==> src/rtl/dut_frame_arbiter.sv <==
// Frame-granular round-robin arbiter feeding a single registered valid/ready output slot.
// Optional idle-grant watchdog enabled by defining DUT_FRAME_ARBITER_TIMEOUT_EN.
`timescale 1ns/1ps
module dut_frame_arbiter #(
    parameter int NUM_INPUTS            = 4,
    parameter int DATA_WIDTH            = 36,
    parameter int IN_INTERFACE_ID_WIDTH = 2,
    parameter int TIMEOUT_CYCLES        = 16
) (
    input  logic                                 clk,
    input  logic                                 reset,
    input  logic [NUM_INPUTS*DATA_WIDTH-1:0]     in_data,
    input  logic [NUM_INPUTS-1:0]                in_data_last,
    input  logic [NUM_INPUTS-1:0]                in_data_valid,
    output logic [NUM_INPUTS-1:0]                in_data_ready,
    output logic [DATA_WIDTH-1:0]                out_data,
    output logic [IN_INTERFACE_ID_WIDTH-1:0]     out_data_source_id,
    output logic                                 out_data_last,
    output logic                                 out_data_valid,
    input  logic                                 out_data_ready,
    output logic                                 timeout_err
);
    localparam int IDW = IN_INTERFACE_ID_WIDTH;

    if ((1 << IDW) < NUM_INPUTS || NUM_INPUTS < 2 || TIMEOUT_CYCLES < 1) begin : g_param_check
        $error("dut_frame_arbiter: inconsistent parameters");
    end

    // Handshake: a beat moves when valid and ready are both high at a rising edge;
    // valid never depends on ready, ready may depend on valid.
    typedef enum logic {ST_IDLE = 1'b0, ST_LOCKED = 1'b1} state_t;

    state_t                state_q, state_d;
    logic [IDW-1:0]        rr_ptr_q, rr_ptr_d;
    logic [IDW-1:0]        grant_q, grant_d;
    logic [DATA_WIDTH-1:0] out_data_q, out_data_d;
    logic [IDW-1:0]        out_id_q, out_id_d;
    logic                  out_last_q, out_last_d;
    logic                  out_valid_q, out_valid_d;

    logic [NUM_INPUTS-1:0] rot_valid;
    logic                  win_found;
    int                    win_off;
    int                    win_sum;
    logic [IDW-1:0]        win_idx;
    logic [IDW-1:0]        sel_idx;
    logic                  sel_active;
    logic                  sel_valid;
    logic                  sel_last;
    logic [DATA_WIDTH-1:0] sel_data;
    logic                  slot_free;
    logic                  accept;
    logic [IDW-1:0]        next_ptr;

    // Rotating the valid vector by rr_ptr turns the round-robin search into a priority search.
    always_comb begin
        rot_valid = NUM_INPUTS'({in_data_valid, in_data_valid} >> rr_ptr_q);
        win_found = 1'b0;
        win_off   = 0;
        for (int j = NUM_INPUTS - 1; j >= 0; j--) begin
            if (rot_valid[j]) begin
                win_found = 1'b1;
                win_off   = j;
            end
        end
        win_sum = int'(rr_ptr_q) + win_off;
        if (win_sum >= NUM_INPUTS) begin
            win_sum = win_sum - NUM_INPUTS;
        end
        win_idx = IDW'(win_sum);
    end

    always_comb begin
        sel_idx    = (state_q == ST_LOCKED) ? grant_q : win_idx;
        sel_active = (state_q == ST_LOCKED) || win_found;
        sel_valid  = 1'b0;
        sel_last   = 1'b0;
        sel_data   = '0;
        for (int i = 0; i < NUM_INPUTS; i++) begin
            if (sel_idx == IDW'(i)) begin
                sel_valid = in_data_valid[i];
                sel_last  = in_data_last[i];
                sel_data  = in_data[i*DATA_WIDTH +: DATA_WIDTH];
            end
        end
        slot_free = !out_valid_q || out_data_ready;
        accept    = sel_active && slot_free && sel_valid;
        next_ptr  = (sel_idx == IDW'(NUM_INPUTS - 1)) ? '0 : sel_idx + IDW'(1);
        // Ready is masked during reset so no beat appears taken while the frame is being abandoned.
        in_data_ready = '0;
        for (int i = 0; i < NUM_INPUTS; i++) begin
            in_data_ready[i] = sel_active && slot_free && !reset && (sel_idx == IDW'(i));
        end
    end

`ifdef DUT_FRAME_ARBITER_TIMEOUT_EN
    localparam int TOW = $clog2(TIMEOUT_CYCLES + 1);
    logic [TOW-1:0] to_cnt_q, to_cnt_d;
    logic           timeout_err_q, timeout_err_d;
`endif

    always_comb begin
        state_d     = state_q;
        rr_ptr_d    = rr_ptr_q;
        grant_d     = grant_q;
        out_data_d  = out_data_q;
        out_id_d    = out_id_q;
        out_last_d  = out_last_q;
        out_valid_d = out_valid_q;
        if (accept) begin
            out_data_d  = sel_data;
            out_id_d    = sel_idx;
            out_last_d  = sel_last;
            out_valid_d = 1'b1;
            if (sel_last) begin
                state_d  = ST_IDLE;
                rr_ptr_d = next_ptr;
            end else if (state_q == ST_IDLE) begin
                state_d = ST_LOCKED;
                grant_d = sel_idx;
            end
        end else if (out_data_ready) begin
            out_valid_d = 1'b0;
        end
`ifdef DUT_FRAME_ARBITER_TIMEOUT_EN
        timeout_err_d = 1'b0;
        to_cnt_d      = '0;
        // Only cycles where the owner itself is silent count; a downstream stall keeps valid high.
        if (state_q == ST_LOCKED && !sel_valid) begin
            if (to_cnt_q == TOW'(TIMEOUT_CYCLES - 1)) begin
                state_d       = ST_IDLE;
                rr_ptr_d      = next_ptr;
                timeout_err_d = 1'b1;
            end else begin
                to_cnt_d = to_cnt_q + TOW'(1);
            end
        end
`endif
    end

    always_ff @(posedge clk or posedge reset) begin
        if (reset) begin
            state_q     <= ST_IDLE;
            rr_ptr_q    <= '0;
            grant_q     <= '0;
            out_data_q  <= '0;
            out_id_q    <= '0;
            out_last_q  <= 1'b0;
            out_valid_q <= 1'b0;
`ifdef DUT_FRAME_ARBITER_TIMEOUT_EN
            to_cnt_q      <= '0;
            timeout_err_q <= 1'b0;
`endif
        end else begin
            state_q     <= state_d;
            rr_ptr_q    <= rr_ptr_d;
            grant_q     <= grant_d;
            out_data_q  <= out_data_d;
            out_id_q    <= out_id_d;
            out_last_q  <= out_last_d;
            out_valid_q <= out_valid_d;
`ifdef DUT_FRAME_ARBITER_TIMEOUT_EN
            to_cnt_q      <= to_cnt_d;
            timeout_err_q <= timeout_err_d;
`endif
        end
    end

    assign out_data           = out_data_q;
    assign out_data_source_id = out_id_q;
    assign out_data_last      = out_last_q;
    assign out_data_valid     = out_valid_q;
`ifdef DUT_FRAME_ARBITER_TIMEOUT_EN
    assign timeout_err = timeout_err_q;
`else
    assign timeout_err = 1'b0;
`endif

endmodule

==> config.mk <==
export PLATFORM = sky130hd
export DESIGN_NAME = dut_frame_arbiter
export DESIGN_NICKNAME = d
export VERILOG_FILES = /design/src/rtl/dut_frame_arbiter.sv
export SDC_FILE = /design/constraint.sdc
export NUM_CORES = 1
export LEC_CHECK = 0
export BUFFER_PORTS_ARGS = -buffer_cell sky130_fd_sc_hd__buf_2
export CORE_ASPECT_RATIO = 0.6
export CORE_UTILIZATION = 43
export CTS_BUF_LIST = sky130_fd_sc_hd__clkbuf_16
export DETAILED_ROUTE_END_ITERATION = 8
export PLACE_DENSITY = 0.9
export SLEW_MARGIN = 30
export SYNTH_ARGS = -nofsm -noshare
export SYNTH_HDL_FRONTEND = slang
export SYNTH_SLANG_ARGS = --single-unit
==> constraint.sdc <==
create_clock -name clk -period 5.1 [get_ports clk]
set_input_delay 0.51 -clock clk [delete_from_list [all_inputs] [get_ports clk]]
set_output_delay 0.51 -clock clk [all_outputs]
set_load 0.03 [all_outputs]
== Word-level counts from Yosys, hierarchy flattened ==
Cells that the tools add are included.

* Register bits after elaboration: 45
* Bits in latches: 0
* Memory bits (writable): 0
* Bits in read-only memories: 0
* Input port bits: 155
* Word-level logic and storage cells: 58
* Memories kept: 0

* $add $sub $neg: 3
* $mul: 0
* Divide/modulo/power cells: 0
* Order comparisons: 1
* Equal/unequal tests: 3
* Shift-type cells: 1
* Mux-type cells: 26
* Bitwise gates (word level): 2
* Reductions and logical operators: 15

{| class="wikitable"
|+ Operators by type and width
! cell !! count
|-
| 36-bit 2-to-1 mux || 4
|-
| 32-bit 2-to-1 mux || 2
|-
| 3-bit by 32-bit adder with 32-bit output || 1
|-
| 32-bit by 4-bit greater-or-equal comparator with 1-bit output (second input constant) || 1
|-
| 1-bit 2-to-1 mux || 15
|-
| 2-bit 2-to-1 mux || 5
|-
| 8-bit by 2-bit >> shifter with 4-bit output || 1
|-
| 1-bit logical AND || 7
|-
| 2-bit equality test (second input constant) || 2
|-
| 3-bit AND reduction || 1
|-
| 2-bit by 1-bit adder with 2-bit output (second input constant) || 1
|-
| 2-bit by 1-bit equality test with 1-bit output (second input constant) || 1
|-
| 1-bit logical NOT || 2
|-
| 2-bit logical NOT || 1
|-
| 1-bit logical OR || 2
|-
| 1-bit inverter || 2
|-
| 2-bit AND reduction || 1
|-
| 2-bit nonzero test || 1
|-
| 2-bit by 1-bit subtractor with 2-bit output (second input constant) || 1
|}

== Logic depth before layout (Yosys ltp) ==
* Depth in word-level cells: 16
* Gate-level depth with buffers: 19

== Least setup slack after synthesis ==
No wires, ideal clock.

* Path type: in2reg
* Start point: input port in_data_valid[3]
* End point: register grant_q[0]
* Library setup time: 0.125 ns
* Arrival: 3.522 ns
* Data required time: 4.975 ns
* Path slack: 1.453 ns
* Stages on the path: 17
* Buffers on the path: 2
* Cells stage by stage: clkbuf_2 > nand2b_1 > o221ai_1 > o21ai_0 > o221ai_1 > ha_1 > xnor2_1 > inv_1 > and4_1 > o31ai_1 > ha_1 > nor2b_1 > buf_2 > a221o_1 > a22o_1 > or3_4 > mux2_4

* Longest elaborated chain between the ends: 16
* Elaborated cells on any way between the ends: 31
* Classes of those cells: add/sub (2); order compare (1); eq/ne (3); shift (1); mux (18); bitwise (1); reduce/logical (5)

{| class="wikitable"
|+ Ends and longest elaborated chain
! what !! line !! RTL
|-
| start, declared || 14 || <nowiki>input logic [NUM_INPUTS-1:0] in_data_valid,</nowiki>
|-
| 8-bit by 2-bit >> shifter with 4-bit output || 57 || <nowiki>rot_valid = NUM_INPUTS'({in_data_valid, in_data_valid} >> rr_ptr_q);</nowiki>
|-
| 2-bit 2-to-1 mux (2 in series) || 61 || <nowiki>if (rot_valid[j]) begin</nowiki>
|-
| 32-bit 2-to-1 mux (2 in series) || 61 ||
|-
| 3-bit by 32-bit adder with 32-bit output || 66 || <nowiki>win_sum = int'(rr_ptr_q) + win_off;</nowiki>
|-
| 32-bit by 4-bit greater-or-equal comparator with 1-bit output / 2-bit by 1-bit subtractor with 2-bit output (equally long branches) || 67, 68 ||
|-
| 2-bit 2-to-1 mux || 67 || <nowiki>if (win_sum >= NUM_INPUTS) begin</nowiki>
|-
| 2-bit 2-to-1 mux || 74 || <nowiki>sel_idx = (state_q == ST_LOCKED) ? grant_q : win_idx;</nowiki>
|-
| 2-bit logical NOT || 80 || <nowiki>if (sel_idx == IDW'(i)) begin</nowiki>
|-
| 1-bit 2-to-1 mux (4 in series) || 80 ||
|-
| 1-bit logical AND / 1-bit inverter (equally long branches) || n/a ||
|-
| 3-bit AND reduction (no source line) || n/a ||
|-
| end signal, assigned || 157 || <nowiki>grant_q <= grant_d;</nowiki>
|-
| end, declared || 35 || <nowiki>logic [IDW-1:0] grant_q, grant_d;</nowiki>
|}

Parallel ways exist; a longest one is shown, timed or not.
A chain may end at the register's enable or synchronous reset.

== Final worst setup path ==
* Start point: register rr_ptr_q[0]
* End point: register rr_ptr_q[1]

* Longest elaborated chain between the ends: 16
* Elaborated cells on any way between the ends: 32
* Classes of those cells: add/sub (3); order compare (1); eq/ne (3); shift (1); mux (19); reduce/logical (5)

{| class="wikitable"
|+ Ends and longest elaborated chain
! what !! line !! RTL
|-
| start, declared || 34 || <nowiki>logic [IDW-1:0] rr_ptr_q, rr_ptr_d;</nowiki>
|-
| start signal, assigned || 156 || <nowiki>rr_ptr_q <= rr_ptr_d;</nowiki>
|-
| 8-bit by 2-bit >> shifter with 4-bit output || 57 ||
|-
| 2-bit 2-to-1 mux (2 in series) || 61 ||
|-
| 32-bit 2-to-1 mux (2 in series) || 61 ||
|-
| 3-bit by 32-bit adder with 32-bit output || 66 ||
|-
| 32-bit by 4-bit greater-or-equal comparator with 1-bit output / 2-bit by 1-bit subtractor with 2-bit output (equally long branches) || 67, 68 ||
|-
| 2-bit 2-to-1 mux || 67 ||
|-
| 2-bit 2-to-1 mux || 74 ||
|-
| 2-bit logical NOT || 80 ||
|-
| 1-bit 2-to-1 mux (4 in series) || 80 ||
|-
| 1-bit logical AND || 87 || <nowiki>accept = sel_active && slot_free && sel_valid;</nowiki>
|-
| 2-bit AND reduction (no source line) || n/a ||
|}

Parallel ways exist; a longest one is shown, timed or not.

==> summary.md <==
| Metric | Value |
|---|---|
| Status | `finished clean` |
| Bufs on Longest Clock Path | `2` |
| Ys Warns | `0` |
| Top cell type's share of synthesized area | `37.34%` |
| CP Capture Type | `flip-flop` |
| Area of the die | `7363 um2` |
| Worst Path Max Fanout | `58` |
| Die H | `66.87 um` |
| VDD IR-drop max | `0.6514 mV` |
| F_max | `220.5 MHz` |
| Unrepaired setup endpoints after global routing | `no` |
| Period utilization | `88.93%` |
| Largest net degree at the start of global routing | `68` |
| Fin Setup TNS | `0 ps` |
| Syn Std Cell Area | `3015 um2` |
| Number of diodes | `0` |
| Mean routed wirelength per cell | `14.58 um` |
| Finished Layout Cells | `633` |
| Total chip power | `3.904 mW` |
| Area leader, netlist | `dfrtp_1` |
| Leak pwr | `2.069 nW` |
| Initial antenna violation count | `0` |
| Ys flop type | `dfrtp_1` |
| GRT Util Overall | `23.83%` |
| Mapped Nets | `532` |
| Max H-tree Level | `2` |
| Num rows | `23` |
| Reg2Reg Depth | `17` |
| Area grow syn2layout | `37.26%` |
| Clock Skew | `2.260 ps` |
| DR iter-0 viols | `247` |
| Number of buffers added on ports | `198` |
| CTS Buf Count | `5` |
| Post-synth EDFFs | `0` |
| Die width | `110.1 um` |
| Vias in the first global route | `2999` |
| DPL Wire Length | `7034 um` |
| Cell count after synthesis | `372` |
| Core area | `6734 um2` |
| # clock sinks | `45` |
| Max-slew headroom | `49.30%` |
| CTS tree | `yes` |
| Final slew viol count | `0` |
| Share of cells above drive strength 1 | `40.48%` |
| Seq cells post-synth | `45` |
| Via count | `3426` |
| DRC viols | `0` |
| Least-Margin Pin Slew | `759.6 ps` |
| Hold Buf Count CTS | `0` |
| Initial Util | `44.78%` |
| Gp weighted congestion | `0.8889` |
| Top cells by area, synth | `dfrtp_1 37%, a221oi_1 10%, nor2b_1 7.9%` |
| Synth async-reset ratio | `100.0%` |
| # IOs | `200` |
| Yosys cell types | `37` |
| Setup-failing EPs final | `0` |
| CP Launch Type | `flip-flop` |
| Clock transition at path regs | `60 ps` |
| Antenna Nets Post-Route | `0` |
| Clk Latency, worst-skew pair | `270 ps` |
| DRT Pass-1 Iters | `4` |
| Worst Path Required | `5260 ps` |
| Vias/cell | `5.412` |
| Post-cts sizing count | `0` |
| Root buffer cell | `clkbuf_16` |
| PwrDens | `943.2 nW/um2` |
| Routed wire length | `9227 um` |
| Syn_area_per_cell | `8.106 um2` |
| Nets | `706` |
| Sequential area share after synthesis | `37.34%` |
| Max Cap Viol | `0` |
| Post-CTS setup buffers | `0` |
| Arrival @ worst endpoint | `4690 ps` |
| Total gr overflow | `0` |
| Placed Cells | `626` |
| First-pass GRT wire length | `13440 um` |
| Final hold vios | `0` |
| WHS | `361.8 ps` |
| Min-Delay Path Class | `in2async` |
| Setup CP Type | `reg2reg` |
| Minimum clock period | `4536 ps` |
[metrics by stage]
| step | worst slack (ps) | utilization (%) | cell area [um2] |
|---|---|---|---|
| floorplan | 1453 | - | 3015 |
| global placement | 897.0 | 59.48 | 4005 |
| CTS | 626.9 | 61.45 | 4138 |
| finish | 564.4 | 61.46 | 4139 |
| detailed placement | 558.5 | 59.48 | 4005 |
| global route | 240.2 | 61.46 | 4139 |
[registers in the layout, summed over array words and instances, names as in the netlist]
signal              flops
grant_q                 2
rr_ptr_q                2
out_data_source_id      2
out_data               36
out_data_valid          1
out_data_last           1
state_q                 1
[cells in the mapped netlist (all sizes together), types with 2 or more instances]
cell type,instances
a21oi,39
a221o,2
a221oi,35
and2,4
buf,10
clkbuf,27
dfrtp,45
ha,5
inv,6
mux2,5
mux2i,2
nand2,45
nand2b,5
nand3b,3
nor2,3
nor2b,38
nor3,35
o21ai,45
o221ai,2
or3,2
or4,2
[final timing paths]
path | startpoint | to | slack (ps)
max | rr_ptr_q[0] | rr_ptr_q[1] | 560
min | reset | out_data_source_id[1] | 360
max reg2reg | rr_ptr_q[0] | rr_ptr_q[1] | 560
min reg2reg | out_data[21] | out_data[21] | 480
max in group asynchronous | reset | out_data[26] | 4290
min in group clk | out_data[21] | out_data[21] | 480
[metal layers]
layer,GRT usage [%],routed length [um],up-vias
li1,-,-,1709
met1,29.25,3958,1556
met2,43.05,4517,141
met3,4.403,598,20
met4,6.414,152,0
met5,0,0,-
[power by group]
part	leakage [nW]	switching (mW)	total (mW)	internal [mW]
logic	1.43	1.84	2.95	1.10
registers	0.568	0.112	0.664	0.552
clock network	0.0685	0.116	0.291	0.175
[kinds of logic after synthesis]
kind of cell,Yosys count,share of synthesized area [%]
and+or+nand+nor,140,24.11
AOI/OAI and AO/OA,130,27.10
DFF,45,37.34
buffers and inverters,43,6.182
muxes,7,2.780
adders and majority gates,5,2.075
other,1,0.1244
xor gates and xnor gates,1,0.2905
[final cells by class]
cell class	count	area, um2
multi-input combinational	284	1712
clock inverter	2	7.507
timing repair buffer	204	1036
sequential	45	1126
fill	605	2595
inverter	6	23.77
tap	87	108.9
clock buffer	5	125.1
[cell usage in the layout (no fill, tap or decap), drive strengths merged, types with 3 or more instances in the layout]
| cell | count |
|---|---|
| a221oi | 35 |
| inv | 6 |
| nand2b | 5 |
| a21oi | 39 |
| nor2b | 38 |
| o21ai | 45 |
| mux2 | 5 |
| ha | 5 |
| nor3 | 35 |
| nand2 | 45 |
| and2 | 4 |
| buf | 204 |
| dfrtp | 45 |
| clkbuf | 5 |
| nand3b | 3 |
| nor2 | 3 |
[worst max-delay path, cell delays in order, from the launching register on]
cell and delay [ps]:
dfrtp_1 540, nand2b_1 190, o22ai_1 100, o21ai_0 150
o221ai_1 130, ha_1 220, xnor2_1 170, inv_1 80
and4_1 180, o31ai_1 440, ha_1 260, buf_4 270
nand3b_1 150, a221o_1 140, a21o_2 380, buf_4 490
nand2b_1 190, mux2_2 330
Note: power is estimated with default switching activity, not from simulation.
